### src/rtl/uart_mmio.sv
// UART with a four-register memory-mapped interface (DATA, STATUS, DIVISOR, IRQ_EN),
// TX/RX FIFOs, 8N1 framing at a programmable divisor and a level interrupt.

module uart_mmio #(
    parameter int CLOCK_RATE = 24_000_000,
    parameter int BAUD_RATE  = 115200,
    parameter int FIFO_DEPTH = 16
) (
    input  logic        clk,
    input  logic        rstn,
    input  logic        sel,
    input  logic        wren,
    input  logic [1:0]  addr,
    input  logic [31:0] wdata,
    output logic [31:0] rdata,
    input  logic        uart_rx,
    output logic        uart_tx,
    output logic        irq
);
    localparam int          AW        = $clog2(FIFO_DEPTH);
    localparam logic [15:0] DIV_RESET = 16'(CLOCK_RATE / BAUD_RATE);
    localparam logic [AW:0] PTR_ONE   = {{AW{1'b0}}, 1'b1};

    typedef enum logic [1:0] {
        ST_IDLE  = 2'd0,
        ST_START = 2'd1,
        ST_DATA  = 2'd2,
        ST_STOP  = 2'd3
    } state_t;

    logic        wr_s, rd_s, status_wr_s;
    logic        unused_wdata_s;
    logic [31:0] rd_data_s, status_s;

    logic [15:0] div_r;
    logic [1:0]  irq_en_r;
    logic        tx_overrun_r, rx_overrun_r, frame_err_r;
    logic [31:0] rdata_r;
    logic        irq_r;

    logic [7:0]  tx_mem_r [FIFO_DEPTH];
    logic [AW:0] tx_wr_ptr_r, tx_rd_ptr_r;
    logic        tx_empty_s, tx_full_s, tx_push_req_s, tx_push_s, tx_drop_s, tx_pop_s;
    logic [7:0]  tx_head_s;

    logic [7:0]  rx_mem_r [FIFO_DEPTH];
    logic [AW:0] rx_wr_ptr_r, rx_rd_ptr_r;
    logic        rx_empty_s, rx_full_s, rx_push_req_s, rx_push_s, rx_drop_s, rx_pop_s;
    logic [7:0]  rx_head_s;

    state_t      tx_state_r, tx_state_n;
    logic [15:0] tx_cnt_r, tx_cnt_n, tx_div_r, tx_div_n;
    logic [2:0]  tx_bit_r, tx_bit_n;
    logic [7:0]  tx_shift_r, tx_shift_n;
    logic        tx_line_r, tx_line_n, tx_last_s, tx_busy_s;

    logic        rx_meta_r, rx_sync_r, rx_prev_r, rx_fall_s;
    state_t      rx_state_r, rx_state_n;
    logic [15:0] rx_cnt_r, rx_cnt_n, rx_div_r, rx_div_n;
    logic [2:0]  rx_bit_r, rx_bit_n;
    logic [7:0]  rx_shift_r, rx_shift_n;
    logic        rx_wait_r, rx_wait_n, rx_last_s, rx_half_s, rx_ferr_set_s;

    assign wr_s           = sel & wren;
    assign rd_s           = sel & ~wren;
    assign status_wr_s    = wr_s & (addr == 2'd1);
    assign unused_wdata_s = ^wdata[31:16];

    // A push into a full FIFO is still accepted when the same cycle pops.
    assign tx_empty_s    = (tx_wr_ptr_r == tx_rd_ptr_r);
    assign tx_full_s     = (tx_wr_ptr_r[AW] != tx_rd_ptr_r[AW]) &&
                           (tx_wr_ptr_r[AW-1:0] == tx_rd_ptr_r[AW-1:0]);
    assign tx_head_s     = tx_mem_r[tx_rd_ptr_r[AW-1:0]];
    assign tx_push_req_s = wr_s & (addr == 2'd0);
    assign tx_push_s     = tx_push_req_s & (~tx_full_s | tx_pop_s);
    assign tx_drop_s     = tx_push_req_s & tx_full_s & ~tx_pop_s;

    assign rx_empty_s    = (rx_wr_ptr_r == rx_rd_ptr_r);
    assign rx_full_s     = (rx_wr_ptr_r[AW] != rx_rd_ptr_r[AW]) &&
                           (rx_wr_ptr_r[AW-1:0] == rx_rd_ptr_r[AW-1:0]);
    assign rx_head_s     = rx_mem_r[rx_rd_ptr_r[AW-1:0]];
    assign rx_pop_s      = rd_s & (addr == 2'd0) & ~rx_empty_s;
    assign rx_push_s     = rx_push_req_s & (~rx_full_s | rx_pop_s);
    assign rx_drop_s     = rx_push_req_s & rx_full_s & ~rx_pop_s;

    // FIFO storage; contents need no reset since the pointers define validity.
    always_ff @(posedge clk) begin
        if (tx_push_s) tx_mem_r[tx_wr_ptr_r[AW-1:0]] <= wdata[7:0];
        if (rx_push_s) rx_mem_r[rx_wr_ptr_r[AW-1:0]] <= rx_shift_r;
    end

    // FIFO pointers.
    always_ff @(posedge clk or negedge rstn) begin
        if (!rstn) begin
            tx_wr_ptr_r <= '0;
            tx_rd_ptr_r <= '0;
            rx_wr_ptr_r <= '0;
            rx_rd_ptr_r <= '0;
        end else begin
            if (tx_push_s) tx_wr_ptr_r <= tx_wr_ptr_r + PTR_ONE;
            if (tx_pop_s)  tx_rd_ptr_r <= tx_rd_ptr_r + PTR_ONE;
            if (rx_push_s) rx_wr_ptr_r <= rx_wr_ptr_r + PTR_ONE;
            if (rx_pop_s)  rx_rd_ptr_r <= rx_rd_ptr_r + PTR_ONE;
        end
    end

    assign tx_last_s = (tx_cnt_r == tx_div_r - 16'd1);
    assign tx_busy_s = (tx_state_r != ST_IDLE);

    // TX next state: the line value is registered alongside the state.
    always_comb begin
        tx_state_n = tx_state_r;
        tx_cnt_n   = tx_cnt_r;
        tx_bit_n   = tx_bit_r;
        tx_shift_n = tx_shift_r;
        tx_div_n   = tx_div_r;
        tx_line_n  = tx_line_r;
        tx_pop_s   = 1'b0;
        case (tx_state_r)
            ST_IDLE: begin
                if (!tx_empty_s) begin
                    tx_pop_s   = 1'b1;
                    tx_shift_n = tx_head_s;
                    tx_div_n   = div_r;
                    tx_cnt_n   = 16'd0;
                    tx_state_n = ST_START;
                    tx_line_n  = 1'b0;
                end else begin
                    tx_line_n  = 1'b1;
                end
            end
            ST_START: begin
                if (tx_last_s) begin
                    tx_cnt_n   = 16'd0;
                    tx_bit_n   = 3'd0;
                    tx_state_n = ST_DATA;
                    tx_line_n  = tx_shift_r[0];
                end else begin
                    tx_cnt_n   = tx_cnt_r + 16'd1;
                end
            end
            ST_DATA: begin
                if (tx_last_s) begin
                    tx_cnt_n = 16'd0;
                    if (tx_bit_r == 3'd7) begin
                        tx_state_n = ST_STOP;
                        tx_line_n  = 1'b1;
                    end else begin
                        tx_bit_n   = tx_bit_r + 3'd1;
                        tx_shift_n = {1'b0, tx_shift_r[7:1]};
                        tx_line_n  = tx_shift_r[1];
                    end
                end else begin
                    tx_cnt_n = tx_cnt_r + 16'd1;
                end
            end
            ST_STOP: begin
                // Chain straight into the next start bit so queued frames leave no gap.
                if (tx_last_s && !tx_empty_s) begin
                    tx_pop_s   = 1'b1;
                    tx_shift_n = tx_head_s;
                    tx_div_n   = div_r;
                    tx_cnt_n   = 16'd0;
                    tx_state_n = ST_START;
                    tx_line_n  = 1'b0;
                end else if (tx_last_s) begin
                    tx_state_n = ST_IDLE;
                    tx_line_n  = 1'b1;
                end else begin
                    tx_cnt_n   = tx_cnt_r + 16'd1;
                end
            end
            default: begin
                tx_state_n = ST_IDLE;
                tx_line_n  = 1'b1;
            end
        endcase
    end

    // TX state registers.
    always_ff @(posedge clk or negedge rstn) begin
        if (!rstn) begin
            tx_state_r <= ST_IDLE;
            tx_cnt_r   <= 16'd0;
            tx_bit_r   <= 3'd0;
            tx_shift_r <= 8'd0;
            tx_div_r   <= DIV_RESET;
            tx_line_r  <= 1'b1;
        end else begin
            tx_state_r <= tx_state_n;
            tx_cnt_r   <= tx_cnt_n;
            tx_bit_r   <= tx_bit_n;
            tx_shift_r <= tx_shift_n;
            tx_div_r   <= tx_div_n;
            tx_line_r  <= tx_line_n;
        end
    end

    // Two-flop synchroniser plus a delayed copy for falling-edge detection.
    always_ff @(posedge clk or negedge rstn) begin
        if (!rstn) begin
            rx_meta_r <= 1'b1;
            rx_sync_r <= 1'b1;
            rx_prev_r <= 1'b1;
        end else begin
            rx_meta_r <= uart_rx;
            rx_sync_r <= rx_meta_r;
            rx_prev_r <= rx_sync_r;
        end
    end

    assign rx_fall_s = rx_prev_r & ~rx_sync_r;
    assign rx_last_s = (rx_cnt_r == rx_div_r - 16'd1);
    assign rx_half_s = (rx_cnt_r == (rx_div_r >> 1) - 16'd1);

    // RX next state; the half-bit count absorbs the synchroniser latency.
    always_comb begin
        rx_state_n    = rx_state_r;
        rx_cnt_n      = rx_cnt_r;
        rx_bit_n      = rx_bit_r;
        rx_shift_n    = rx_shift_r;
        rx_div_n      = rx_div_r;
        rx_wait_n     = rx_wait_r;
        rx_push_req_s = 1'b0;
        rx_ferr_set_s = 1'b0;
        case (rx_state_r)
            ST_IDLE: begin
                if (rx_fall_s) begin
                    rx_state_n = ST_START;
                    rx_cnt_n   = 16'd0;
                    rx_div_n   = div_r;
                end else begin
                    rx_state_n = ST_IDLE;
                end
            end
            ST_START: begin
                if (rx_half_s && rx_sync_r) begin
                    rx_state_n = ST_IDLE;
                end else if (rx_half_s) begin
                    rx_state_n = ST_DATA;
                    rx_cnt_n   = 16'd0;
                    rx_bit_n   = 3'd0;
                end else begin
                    rx_cnt_n   = rx_cnt_r + 16'd1;
                end
            end
            ST_DATA: begin
                if (rx_last_s) begin
                    rx_cnt_n   = 16'd0;
                    rx_shift_n = {rx_sync_r, rx_shift_r[7:1]};
                    if (rx_bit_r == 3'd7) begin
                        rx_state_n = ST_STOP;
                    end else begin
                        rx_bit_n   = rx_bit_r + 3'd1;
                    end
                end else begin
                    rx_cnt_n = rx_cnt_r + 16'd1;
                end
            end
            ST_STOP: begin
                // After a framing error, stay here until the line is released.
                if (rx_wait_r) begin
                    if (rx_sync_r) begin
                        rx_wait_n  = 1'b0;
                        rx_state_n = ST_IDLE;
                    end else begin
                        rx_wait_n  = 1'b1;
                    end
                end else if (rx_last_s && rx_sync_r) begin
                    rx_push_req_s = 1'b1;
                    rx_state_n    = ST_IDLE;
                end else if (rx_last_s) begin
                    rx_ferr_set_s = 1'b1;
                    rx_wait_n     = 1'b1;
                end else begin
                    rx_cnt_n      = rx_cnt_r + 16'd1;
                end
            end
            default: begin
                rx_state_n = ST_IDLE;
                rx_wait_n  = 1'b0;
            end
        endcase
    end

    // RX state registers.
    always_ff @(posedge clk or negedge rstn) begin
        if (!rstn) begin
            rx_state_r <= ST_IDLE;
            rx_cnt_r   <= 16'd0;
            rx_bit_r   <= 3'd0;
            rx_shift_r <= 8'd0;
            rx_div_r   <= DIV_RESET;
            rx_wait_r  <= 1'b0;
        end else begin
            rx_state_r <= rx_state_n;
            rx_cnt_r   <= rx_cnt_n;
            rx_bit_r   <= rx_bit_n;
            rx_shift_r <= rx_shift_n;
            rx_div_r   <= rx_div_n;
            rx_wait_r  <= rx_wait_n;
        end
    end

    assign status_s = {24'd0, tx_overrun_r, tx_busy_s, frame_err_r, rx_overrun_r,
                       rx_full_s, rx_empty_s, tx_empty_s, tx_full_s};

    // Read mux.
    always_comb begin
        rd_data_s = 32'd0;
        case (addr)
            2'd0:    rd_data_s = {rx_empty_s, 23'd0, (rx_empty_s ? 8'd0 : rx_head_s)};
            2'd1:    rd_data_s = status_s;
            2'd2:    rd_data_s = {16'd0, div_r};
            2'd3:    rd_data_s = {30'd0, irq_en_r};
            default: rd_data_s = 32'd0;
        endcase
    end

    // Control registers, sticky flags (set beats clear), read data and interrupt.
    always_ff @(posedge clk or negedge rstn) begin
        if (!rstn) begin
            div_r        <= DIV_RESET;
            irq_en_r     <= 2'd0;
            tx_overrun_r <= 1'b0;
            rx_overrun_r <= 1'b0;
            frame_err_r  <= 1'b0;
            rdata_r      <= 32'd0;
            irq_r        <= 1'b0;
        end else begin
            if (wr_s && (addr == 2'd2) && (wdata[15:0] >= 16'd4)) div_r <= wdata[15:0];
            if (wr_s && (addr == 2'd3)) irq_en_r <= wdata[1:0];
            tx_overrun_r <= tx_drop_s     | (tx_overrun_r & ~(status_wr_s & wdata[7]));
            rx_overrun_r <= rx_drop_s     | (rx_overrun_r & ~(status_wr_s & wdata[4]));
            frame_err_r  <= rx_ferr_set_s | (frame_err_r  & ~(status_wr_s & wdata[5]));
            if (rd_s) rdata_r <= rd_data_s;
            irq_r <= (irq_en_r[0] & ~rx_empty_s) | (irq_en_r[1] & tx_empty_s);
        end
    end

    assign rdata   = rdata_r;
    assign irq     = irq_r;
    assign uart_tx = tx_line_r;

endmodule

### config.mk
export PLATFORM = sky130hd
export DESIGN_NAME = uart_mmio
export DESIGN_NICKNAME = d
export VERILOG_FILES = /design/src/rtl/uart_mmio.sv
export SDC_FILE = /design/constraint.sdc
export NUM_CORES = 1
export LEC_CHECK = 0
export CORE_UTILIZATION = 29
export DETAILED_ROUTE_END_ITERATION = 8
export GPL_ROUTABILITY_DRIVEN = 0
export HOLD_SLACK_MARGIN = 0.06
export MAX_ROUTING_LAYER = met4
export PLACE_DENSITY = 0.41
export SLEW_MARGIN = 20
export SYNTH_ARGS = -nofsm -noshare
export SYNTH_HDL_FRONTEND = slang
export SYNTH_SLANG_ARGS = --single-unit
### constraint.sdc
create_clock -name clk -period 7.4 [get_ports clk]
set_input_delay 1.85 -clock clk [delete_from_list [all_inputs] [get_ports clk]]
set_output_delay 1.85 -clock clk [all_outputs]
set_load 0.1 [all_outputs]
# Word level (Yosys, flattened, before mapping)
# Memories as Yosys holds them, arrays and structs flattened.
# Cells that the tools add are included.
dict set report totals {
  ff_bits 169
  mem_bits_rw 256
  input_bits 39
  output_inout_bits 34
  elab_cells 217
  n_memories 2
}
dict set report op_classes {
  addsub 11
  order_cmp 1
  eq_ne 40
  n_mux 71
  bitwise_logic 37
  n_reduce_logical 29
}
# memory depth word_bits rd rd_ports_with_merged_regs wr line_no
set memory_table {}
lappend memory_table {rx_mem_r 16 8 1 0 1 46} ;# logic [7:0] rx_mem_r [FIFO_DEPTH];
lappend memory_table {tx_mem_r 16 8 1 0 1 41} ;# logic [7:0] tx_mem_r [FIFO_DEPTH];
# op n
set ops {}
lappend ops {{$mux W16} 13}
lappend ops {{$pmux W32 S4} 1}
lappend ops {{$pmux W16 S4} 1}
lappend ops {{$eq A16 B16 Y1} 3}
lappend ops {{$pmux W16 S3} 1}
lappend ops {{$mux W8} 5}
lappend ops {{$add A16 B1 Y16 const B} 2}
lappend ops {{$pmux W16 S2} 1}
lappend ops {{$sub A16 B1 Y16 const B} 2}
lappend ops {{$ne A2 B2 Y1 const B} 15}
lappend ops {{$mux W2} 13}
lappend ops {{$reduce_and A5 Y1} 5}
lappend ops {{$pmux W8 S3} 1}
lappend ops {{$mux W1} 22}
lappend ops {{$and A1 B1 Y1} 21}
lappend ops {{$mux W3} 7}
lappend ops {{$add A5 B1 Y5 const B} 4}
lappend ops {{$ge A16 B3 Y1 const B} 1}
lappend ops {{$pmux W2 S4} 2}
lappend ops {{$sub A15 B1 Y16 const B} 1}
lappend ops {{$ne A3 B3 Y1 const B} 5}
lappend ops {{$eq A2 B2 Y1 const B} 6}
lappend ops {{$pmux W3 S2} 2}
lappend ops {{$eq A5 B5 Y1} 2}
lappend ops {{other kinds (18)} 53}

# Logic depth before layout (Yosys ltp)
# Gate-level depths: netlist (run 1).
dict set report depth {
  word_depth 9
  ltp_mapped 13
  depth_no_buf 11
}

# Worst setup path after synthesis (run 1)
# Ideal clock, no wire load.
dict set report synth_timing {
  path_kind {input to register}
  startpoint {input wren}
  endpoint {memory rx_mem_r[3][0] (enable)}
  setup_ns 0.383
  arrival_time_ns 3.905
  t_required_ns 7.017
  path_slack_ns 3.111
  stages 7
  n_path_buf 1
  cell_sequence {nand2b_1 clkbuf_1 or3_1 nand2_1 nor4b_2 nand2_1 nor3_1}
}
dict set report synth_between {
  elab_chain_cells 8
}
# element line_no
set synth_lines {}
lappend synth_lines {{from (decl)} 12} ;# input logic wren,
lappend synth_lines {{$not A1 Y1} 65} ;# assign rd_s = sel & ~wren;
lappend synth_lines {{$and A1 B1 Y1} 65}
lappend synth_lines {{$and A1 B1 Y1 (2 in series)} 82} ;# assign rx_pop_s = rd_s & (addr == 2'd0) & ~rx_empty_s;
lappend synth_lines {{$or A1 B1 Y1} 83} ;# assign rx_push_s = rx_push_req_s & (~rx_full_s | rx_pop_s);
lappend synth_lines {{$and A1 B1 Y1} 83}
lappend synth_lines {{$mux W1} 89} ;# if (rx_push_s) rx_mem_r[rx_wr_ptr_r[AW-1:0]] <= rx_shift_r;
lappend synth_lines {{$mux W1 (not written as such)} 89}
lappend synth_lines {{to (decl)} 46}
# Every way passes these cells.

# Worst setup path after layout (run 1)
dict set report layout_timing {
  startpoint {register tx_div_r[5]}
  endpoint {memory tx_mem_r[3][3] (enable)}
}
dict set report layout_between {
  elab_chain_cells 9
}
# element line_no
set layout_lines {}
lappend layout_lines {{from (decl)} 52} ;# logic [15:0] tx_cnt_r, tx_cnt_n, tx_div_r, tx_div_n;
lappend layout_lines {{from (signal assigned)} 194} ;# tx_div_r <= tx_div_n;
lappend layout_lines {{$sub A16 B1 Y16} 107} ;# assign tx_last_s = (tx_cnt_r == tx_div_r - 16'd1);
lappend layout_lines {{$eq A16 B16 Y1} 107}
lappend layout_lines {{$logic_and A1 B1 Y1} 159} ;# if (tx_last_s && !tx_empty_s) begin
lappend layout_lines {{$mux W1} 159}
lappend layout_lines {{$pmux W1 S2} 119} ;# case (tx_state_r)
lappend layout_lines {{$or A1 B1 Y1} 75} ;# assign tx_push_s = tx_push_req_s & (~tx_full_s | tx_pop_s);
lappend layout_lines {{$and A1 B1 Y1} 75}
lappend layout_lines {{$mux W1} 88} ;# if (tx_push_s) tx_mem_r[tx_wr_ptr_r[AW-1:0]] <= wdata[7:0];
lappend layout_lines {{$mux W1 (not written as such)} 88}
lappend layout_lines {{to (decl)} 41}
# Every way passes these cells.

==> impl_results.md, run 1 <==
* Period utilisation layout at 70.4%
* Most common cell after layout, fill and taps aside: edfxtp_1
* Worst path arrival time at 5410 ps
* Area Overhead vs Synth at 15.3%
* Placed Area at just over 20000 um2
* Global-route wire length before repair at 72400 um
* CTS H-tree lvls at 2
* Fin area at approximately 22000 um2
* Initial Utilization at 29.5%
* Synth Register Bits at around 400
* TNS Setup at 0 ps
* Syn Inst Count at approximately 1400
* Worst-skew pair later-pin latency at a little under 600 ps
* RSZ-0062 raised after global routing: false
* Cts bufs inserted at 46
* Final setup viols at 0
* Async S/R FF share, synth at 37.6%
* Crit start category: flip-flop
* Post-layout utilization of the core at between 30 and 40%
* Internal at 5.10 mW
* Lkg Pwr at 7.75 nW
* Cts repair resizes at 0
* Worst IR Drop VDD at about 0.00019 V
* Sw Ratio at 33.9%
* Grt ovf at 0
* 1st-pass router iterations at 6
* Hold endpoint: rx_sync_r
* # Post-CTS Setup Buffers at 0
* Die H at around 260 um
* Sw Pwr at 2.62 mW
* Top FF cell, synth: edfxtp_1
* Worst reg-to-reg setup slack at ~2200 ps
* CTS tree: done
* DRC viols at 0
* Tmin final at approximately 5200 ps
* Wire length per cell at ~21 um
* Worst setup EP type: flip-flop
* Slew margin rel. at between 20% and 30%
* Synth warn at 0
* Tot GR Track Use at between 10% and 20%
* I/O pin cnt at 73
* Post-Route Skew at between 20 and 25 ps
* Largest net degree at the start of global routing at 69
* Via Count at between 10000 and 15000
* Placement Setup Slack at about 2000 ps
* Total Power at around 7.7 mW
* Die Area at around 67000 um2
* Clock Path Buffers at 3
* Core area at roughly 65000 um2
* Max cap viols at 0
* R2r worst-path depth at 9
* Final Hold Vio Count at 0
* Max Slew Vio Count at 0
* EDFF count, synth at between 200 and 300
* Required time of the worst setup path at around 7600 ps
* DR iter-0 viols at between 600 and 700
* Buffers on Ports at 41
* Power Density at 351 nW/um2
* Die span in x at about 260 um
* Vias in the first global route at between 10000 and 15000
* HP Class: reg2reg
* Remaining antenna violation count after routing at 0
* Post-CTS Hold Fix Bufs at 0
* Clock network power share at approximately a third
* Worst-path maximum fanout at 20
* Min-delay src: rx_meta_r
* Synth Cell Area at 19100 um2
* Final WS setup at approximately 2200 ps
* Comb power frac at between 20 and 30%
* Root Driver: clkbuf_16
* Fill cell count at 6309
* Layout Nets at between 1000 and 1500
* Initial antenna violation count at 2
* Peak Freq at 192 MHz
* Sequential fraction of the synthesis area at approximately three fifths
* Seq pwr share at 39.7%
* FF-to-FF Start: tx_div_r[5]
* CTS sink count at slightly above 400
* Rows at 93
* Most frequent cells in the layout: edfxtp_1, dfrtp_1, nand2_1
* Vias per cell at 4.91
* Worst-Margin Slew at 1050 ps
* Hpwl dp at between 30000 and 40000 um
* R2R Path End: tx_mem_r[3][3]
* CTS clock-pin slew for the worst setup and hold paths at approximately 60 ps
* Outcome: completed
* Layout cells sized above 1 at roughly a fifth
* Critical path class: reg2reg
* Syn Area/Cell at approximately 14 um2
* Yosys cell types at between 70 and 80
* Worst hold stages at 0
* Final WL at 47300 um
[cells in the mapped netlist (all sizes together) (16+ instances only)]
master / n / area, um2
xor2: 31 / 272
a21oi: 28 / 140
edfxtp: 256 / 7690
nand2: 109 / 409
xnor2: 50 / 438
o21ai: 74 / 370
nand3: 22 / 110
and3: 28 / 175
nand2b: 16 / 100
or3: 27 / 169
dfrtp: 141 / 3530
clkbuf: 61 / 229
nand4: 24 / 150
buf: 36 / 220
nor3: 30 / 165
inv: 35 / 131
nor2: 56 / 210
mux2: 65 / 732
ha: 24 / 300
mux4: 80 / 1800
[area by class of cell]
type / count / area (um2) / share of cell area [%]
sequential: 410 / 11600 / 52.6
multi-input combinational: 847 / 7020 / 31.9
clock buffer: 66 / 1320 / 6.00
tap: 855 / 1070 / 4.87
timing repair buffer: 62 / 569 / 2.59
clock inverter: 19 / 302 / 1.37
inverter: 35 / 131 / 0.598
antenna: 2 / 5.00 / 0.0228
[logic make-up after synthesis]
| group | count (synthesis) | share of synthesized area (%) |
|---|---|---|
| fa+ha+maj | 24 | 1.58 |
| xor+xnor | 82 | 3.84 |
| simple gates | 380 | 10.6 |
| other cells | 1 | 0.0197 |
| compound gates | 194 | 6.65 |
| buf+inv | 132 | 3.05 |
| mux | 152 | 13.7 |
| flops | 410 | 60.6 |
[worst max-delay path: stages, from the launching register on]
cell	delay, ps
dfrtp_1	410
or4_1	670
nor3_1	640
nand4_1	150
o21ai_0	160
nor4bb_1	410
or4b_4	560
a2111oi_4	850
nand2_1	230
nor3_2	750
[per-layer routing]
layer | wire [um] | share of wire (%) | track usage, % | vias to the layer above
li1 | - | - | - | 5257
met1 | 23200 | 49 | 20.8 | 5813
met2 | 21700 | 46 | 22.1 | 142
met3 | 1540 | 3.3 | 2.38 | 65
met4 | 839 | 1.8 | 3.39 | 0
met5 | 0 | 0 | - | -
[power by group through the flow]
stage	Combinational (mW)	Clock, mW	Sequential [mW]
6_report	2.23	2.43	3.06
5_1_grt	2.47	2.59	3.11
4_1_cts	2.27	2.50	3.06
3_5_place_dp	2.26	0	3.10
3_3_place_gp	2.25	0	3.10
2_1_floorplan	1.75	0	2.97
[through the flow]
step,hold WS (ps),std cells
6_report,355,2296
5_1_grt,359,2296
4_1_cts,357,2294
3_5_place_dp,348,2209
3_3_place_gp,348,2209
2_1_floorplan,345,1389
[sequential cells by signal (all words and copies together) (netlist names), 8 cells and up, named ones only]
name,count
div_r,16
rdata,17
rx_cnt_r,16
rx_div_r,16
rx_mem_r,128
rx_shift_r,8
tx_cnt_r,16
tx_div_r,16
tx_mem_r,128
tx_shift_r,8
[how the worst max path moves through the flow]
stage / start / to / slack (ps) / depth (start not counted)
CTS: tx_div_r[5] / tx_mem_r[3][6] / 2130 / 9
global placement: addr[0] / rx_mem_r[11][1] / 1980 / 6
detailed placement: addr[0] / rx_mem_r[6][0] / 1980 / 6
global route: tx_div_r[5] / tx_mem_r[3][6] / 1750 / 9
floorplan: wren / rx_mem_r[3][0] / 3110 / 7
finish: tx_div_r[5] / tx_mem_r[3][3] / 2190 / 9
(Power assumes the default switching activity.)
==> run 2: changes to the inputs <==
--- a/config.mk
+++ b/config.mk
@@ -10,7 +10,7 @@
 export GPL_ROUTABILITY_DRIVEN = 0
 export HOLD_SLACK_MARGIN = 0.06
 export MAX_ROUTING_LAYER = met4
-export PLACE_DENSITY = 0.41
+export PLACE_DENSITY = 0.42
 export SLEW_MARGIN = 20
 export SYNTH_ARGS = -nofsm -noshare
 export SYNTH_HDL_FRONTEND = slang
==> constraint.sdc (replaced) <==
create_clock -name clk -period 4.5 [get_ports clk]
set_input_delay 1.125 -clock clk [delete_from_list [all_inputs] [get_ports clk]]
set_output_delay 1.125 -clock clk [all_outputs]
set_load 0.1 [all_outputs]
==> impl_results.md, run 2 (synthesized netlist as in run 1, its figures left out) <==
* Outcome: completed
* Worst hold slack at 352 ps (-2.95 ps)
* Clock Path Buffers at 3 (unchanged)
* Root Driver: clkbuf_16
* Slew margin rel. at 30.3% (+0.74 points)
* DR iter-0 viols at 729 (+6.9%)
* CTS H-tree lvls at 2 (unchanged)
* Post-Route Skew at 24.8 ps (+3.17 ps)
* Crit start category: flip-flop
* Slowest cell on crit path: or4_1
* Peak Freq at 234 MHz (+22%)
* DRC viols at 0 (unchanged)
* Required time of the worst setup path at 4770 ps (-2830 ps)
* Layout Nets at 1509 (+3.0%)
* Worst IR Drop VDD at 0.000329 V (+78%)
* Worst setup EP type: flip-flop
* Final Hold Vio Count at 0 (unchanged)
* Final setup viols at 0 (unchanged)
* HP Class: reg2reg
* Lkg Pwr at 7.89 nW (+1.9%)
* Die H at 258 um (unchanged)
* Highest Signal Layer: met4
* Remaining antenna violation count after routing at 0 (unchanged)
* Via Count at 11336 (+0.52%)
* Vias in the first global route at 11424 (+0.36%)
* Worst reg-to-reg setup slack at 230 ps (-1950 ps)
* Worst-skew pair later-pin latency at 580 ps (about the same)
* I/O pin cnt at 73 (unchanged)
* Wire length per cell at 20.2 um (-1.8%)
* Ant diodes at 0 (-2)
* Placement Setup Slack at 205 ps (-1780 ps)
* Area Overhead vs Synth at 16.2%
* Initial antenna violation count at 0 (-2)
* R2R Path End: tx_mem_r[3][3]
* Worst path arrival time at 4540 ps (-870 ps)
* Worst-path cell chain: or4_1 > or4b_1 > nor4b_1 > a41oi_1 > a22o_1 > or4b_4 > a2111oi_4 > buf_12 > nand2_1 > nor3_1 > buf_4
* Fill cell count at 6404 (+1.5%)
* RSZ-0062 raised after global routing: false
* Max Slew Vio Count at 0 (unchanged)
* CTS clock-pin slew for the worst setup and hold paths at 60 ps (about the same)
* Largest net degree at the start of global routing at 67 (-2.9%)
* R2r worst-path depth at 11 (+2)
* Core area at 64700 um2 (unchanged)
* Die Area at 66700 um2 (unchanged)
* Crit path capture: tx_mem_r[3][3]
* Rows at 93 (unchanged)
* # Post-CTS Setup Buffers at 0 (unchanged)
* Initial Utilization at 29.5% (unchanged)
* Max cap viols at 0 (unchanged)
* Tmin final at 4270 ps (-946 ps)
* Critical path class: reg2reg
* Cts bufs inserted at 44 (-4.3%)
* Buffers on Ports at 41 (unchanged)
* Hpwl dp at 31600 um (+2.0%)
* CTS sink count at 410 (unchanged)
* Layout cells sized above 1 at 21.3% (+2.1 points)
* Worst-path maximum fanout at 20 (unchanged)
* Power Density at 554 nW/um2 (+58%)
* Most common cell after layout, fill and taps aside: edfxtp_1
* Worst path max stage delay at 660 ps (-190 ps)
* Vias per cell at 4.85 (-1.2%)
* Die span in x at 258 um (unchanged)
* FF-to-FF Start: tx_div_r[5]
* Final WL at 47300 um (about the same)
* CP startpoint: tx_div_r[5]
* Wl on met1 at 23500 um (+1.3%)
* Met2 wire len at 21400 um (-1.4%)
* WL met3 at 1460 um (-4.9%)
* Total Power at 12.3 mW (+59%)
* CTS tree: done
* Worst-Margin Slew at 1040 ps (-11.1 ps)
* TNS Setup at 0 ps (unchanged)
* 1st-pass router iterations at 5 (-1)
* Tot GR Track Use at 14.7% (about the same)
* Global-route wire length before repair at 72400 um (about the same)
* Post-CTS Hold Fix Bufs at 0 (unchanged)
* Grt ovf at 0 (unchanged)
* Period utilisation layout at 94.8% (+24 points)
* Final WS setup at 235 ps (-1950 ps)
* Most frequent cells in the layout: edfxtp_1, dfrtp_1, nand2_1
## run 2: worst min path at each step
stage	startpoint	end	slack [ps]	cells after the start
final	rx_meta_r	rx_sync_r	350	0
after global placement	rx_meta_r	rx_sync_r	350	0
after CTS	rx_meta_r	rx_sync_r	360	0
after floorplan	rx_meta_r	rx_sync_r	350	0
after global routing	rx_meta_r	rx_sync_r	360	0
after detailed placement	rx_meta_r	rx_sync_r	350	0
## run 2: metrics by stage
step | cells | instance area [um2] | util [%]
finish | 2336 | 22100 | 34.2
global route | 2336 | 22100 | 34.2
CTS | 2336 | 22100 | 34.2
detailed placement | 2255 | 20800 | 32.1
global placement | 2255 | 20800 | 32.1
floorplan | 1389 | 19100 | -
## run 2: report_power, final
group          internal [mW]  switching [mW]
Combinational           1.66            2.14
Clock                   1.99            1.51
Sequential              4.39           0.581
Total                   8.04            4.22
## run 2: layout make-up
cell class                      instances  area (um2)  area share (%)
Tap cell                              855        1070            4.83
Inverter                               35         131           0.593
Multi-Input combinational cell        847        7000            31.6
Sequential cell                       410       11600            52.2
Clock inverter                         14         108           0.486
Timing Repair Buffer                  108        1010            4.58
Clock buffer                           67        1260            5.68
## run 2: what timing repair did
| action | 4_1_cts | 5_1_grt |
|---|---|---|
| resized for setup | 0 | 1 |
| endpoints found under the hold margin | 0 | 0 |
| setup endpoints to repair | 0 | 24 |
## run 2: metal layers
metal	vias to the layer above	GRT usage (%)
met5	-	-
met4	0	3.67
met1	5802	21.1
li1	5328	-
met3	54	2.03
met2	152	21.9
## run 2: worst max-delay path, delay by kind of cell, from the launching register on
family / cells / cell delay [ps]
compound gates: 3 / 740
simple gates: 6 / 2400
flops: 1 / 410
buf+inv: 2 / 410
==> run 3: changes to the inputs <==
--- a/config.mk
+++ b/config.mk
@@ -5,6 +5,8 @@
 export SDC_FILE = /design/constraint.sdc
 export NUM_CORES = 1
 export LEC_CHECK = 0
+export ABC_CLOCK_PERIOD_IN_PS = 3500
+export CORE_ASPECT_RATIO = 0.7
 export CORE_UTILIZATION = 29
 export DETAILED_ROUTE_END_ITERATION = 8
 export GPL_ROUTABILITY_DRIVEN = 0
==> constraint.sdc (replaced) <==
create_clock -name clk -period 3.5 [get_ports clk]
set_input_delay 0.875 -clock clk [delete_from_list [all_inputs] [get_ports clk]]
set_output_delay 0.875 -clock clk [all_outputs]
set_load 0.1 [all_outputs]
==> impl_results.md, run 3 (synthesized netlist as in run 1, its figures left out) <==
* Outcome: finished, violations left
* Violated checks: setup timing
* Worst-path maximum fanout at 8 (-60%)
* CTS sink count at 410 (unchanged)
* RSZ-0062 raised after global routing: true
* Wire length per cell at 20.7 um (+2.2%)
* DR iter-0 viols at 737 (+1.1%)
* CTS tree: done
* 1st-pass router iterations at 5 (unchanged)
* Final setup viols at 154 (+154)
* Largest net degree at the start of global routing at 55 (-18%)
* Hpwl dp at 35500 um (+12%)
* Die Area at 66800 um2 (about the same)
* Ant diodes at 0 (unchanged)
* Worst-Margin Slew at 818 ps (-224 ps)
* R2r worst-path depth at 10 (-1)
* Most common cell after layout, fill and taps aside: edfxtp_1
* Buffers on Ports at 41 (unchanged)
* Critical path class: reg2reg
* Worst path arrival time at 4110 ps (-430 ps)
* Max Slew Vio Count at 0 (unchanged)
* Post-Route Skew at 20.0 ps (-4.75 ps)
* Initial Utilization at 29.4% (-0.092 points)
* Required time of the worst setup path at 3760 ps (-1010 ps)
* Layout Nets at 1602 (+6.2%)
* Tmin final at 3850 ps (-418 ps)
* Global-route wire length before repair at 77800 um (+7.4%)
* Worst reg-to-reg setup slack at -350 ps (-580 ps)
* Slowest cell on crit path: or4_4
* Crit start category: flip-flop
* Grt ovf at 0 (unchanged)
* Final Hold Vio Count at 0 (unchanged)
* Worst-path cell chain: or4_4 > or4b_4 > nor4b_4 > a41oi_1 > a22o_1 > or4b_4 > a2111oi_4 > buf_12 > buf_8 > and3_4
* Worst setup EP type: flip-flop
* Worst-skew pair later-pin latency at 560 ps (-20 ps)
* Die H at 216 um (-16%)
* Initial antenna violation count at 1 (+1)
* Total Power at 17.4 mW (+42%)
* Layout cells sized above 1 at 31.3% (+10 points)
* DRC viols at 0 (unchanged)
* Most frequent cells in the layout: edfxtp_1, dfrtp_1, buf_4
* Tot GR Track Use at 15.9% (+1.2 points)
* Max cap viols at 0 (unchanged)
* Vias per cell at 4.80 (-1.1%)
* R2R Path End: tx_mem_r[5][5]
* Root Driver: clkbuf_16
* Die span in x at 308 um (+19%)
* Power Density at 733 nW/um2 (+32%)
* Peak Freq at 260 MHz (+11%)
* Final WS setup at -347 ps (-582 ps)
* FF-to-FF Start: tx_div_r[6]
* I/O pin cnt at 73 (unchanged)
* Period utilisation layout at 110% (+15 points)
* Top delay family on crit path: simple AND/OR/NAND/NOR gates
* Area Overhead vs Synth at 24.7%
* CTS clock-pin slew for the worst setup and hold paths at 60 ps (about the same)
* CTS H-tree lvls at 2 (unchanged)
* Clock Path Buffers at 3 (unchanged)
* Vias in the first global route at 11890 (+4.1%)
* Post-CTS Hold Fix Bufs at 0 (unchanged)
* Worst IR Drop VDD at 0.000350 V (+6.4%)
* Rows at 78 (-16%)
* HP Class: in2async
* Worst path max stage delay at 570 ps (-90 ps)
* Lkg Pwr at 8.60 nW (+9.1%)
* Core area at 64900 um2 (+0.31%)
* Worst hold slack at 270 ps (-82.0 ps)
* Most used cell, CP: or4b_4
* Worst Path Buf+Inv at 2 (unchanged)
* Remaining antenna violation count after routing at 0 (unchanged)
* Slew margin rel. at 45.3% (+15 points)
* Cts bufs inserted at 42 (-4.5%)
* Fill cell count at 6225 (-2.8%)
* Via Count at 11767 (+3.8%)
* Final WL at 50700 um (+7.4%)
## run 3: changes by cell type in the layout (fill, tap and decap cells not counted), sizes merged
| cell | delta |
|---|---|
| bufinv | +6 |
| clkinvlp | +3 |
| clkinv | +1 |
| clkbuf | -12 |
| clkdlybuf4s50 | -19 |
| inv | -1 |
| buf | +114 |
## run 3: area by class of cell
class	count	area (um2)	area share, %
sequential	410	11600	48.6
multi-input combinational	847	7480	31.5
timing repair buffer	203	1980	8.32
clock buffer	55	1190	5.01
tap	880	1100	4.63
clock inverter	23	325	1.37
inverter	35	131	0.553
## run 3: timing repair
item / in CTS / in global routing
endpoints found under the setup margin: 268 / 327
resized for setup: 41 / 56
pin swaps: 8 / 14
gates cloned: 1 / 1
setup buffers: 11 / 4
## run 3: worst max path at each step
stage / start / to / slack (ps) / cells past startpoint
2_1_floorplan: tx_div_r[5] / tx_mem_r[1][0] / -390 / 12
3_3_place_gp: tx_div_r[5] / tx_mem_r[3][2] / -500 / 11
3_5_place_dp: tx_div_r[5] / tx_mem_r[3][0] / -510 / 11
4_1_cts: tx_div_r[6] / tx_mem_r[5][5] / -390 / 10
5_1_grt: tx_div_r[6] / tx_mem_r[2][0] / -470 / 11
6_report: tx_div_r[6] / tx_mem_r[5][5] / -350 / 10
## run 3: power by group
part | internal (mW) | switching, mW | leakage (nW) | total, mW
registers | 5.65 | 0.624 | 4.25 | 6.27
logic | 2.88 | 3.36 | 3.62 | 6.25
clock network | 2.93 | 1.97 | 0.734 | 4.90
total | 11.5 | 5.95 | 8.60 | 17.4
## run 3: routing by layer
metal	GRT usage [%]	up-vias	wire, um
met5	-	-	0
met4	2.39	0	639
met3	2.28	52	1870
met2	21.1	168	20500
met1	25.6	6002	27700
li1	-	5545	-
## run 3: stage by stage
stage               instances  worst slack (ps)  util (%)  setup TNS (ps)  cell area (um2)
global placement         2360              -497      33.6          -59530            21800
global route             2453              -465      36.6          -61240            23800
finish                   2453              -347      36.6          -42460            23800
CTS                      2450              -390      36.4          -48080            23600
floorplan                1389              -394         -          -35200            19300
detailed placement       2360              -507      33.6          -61850            21800
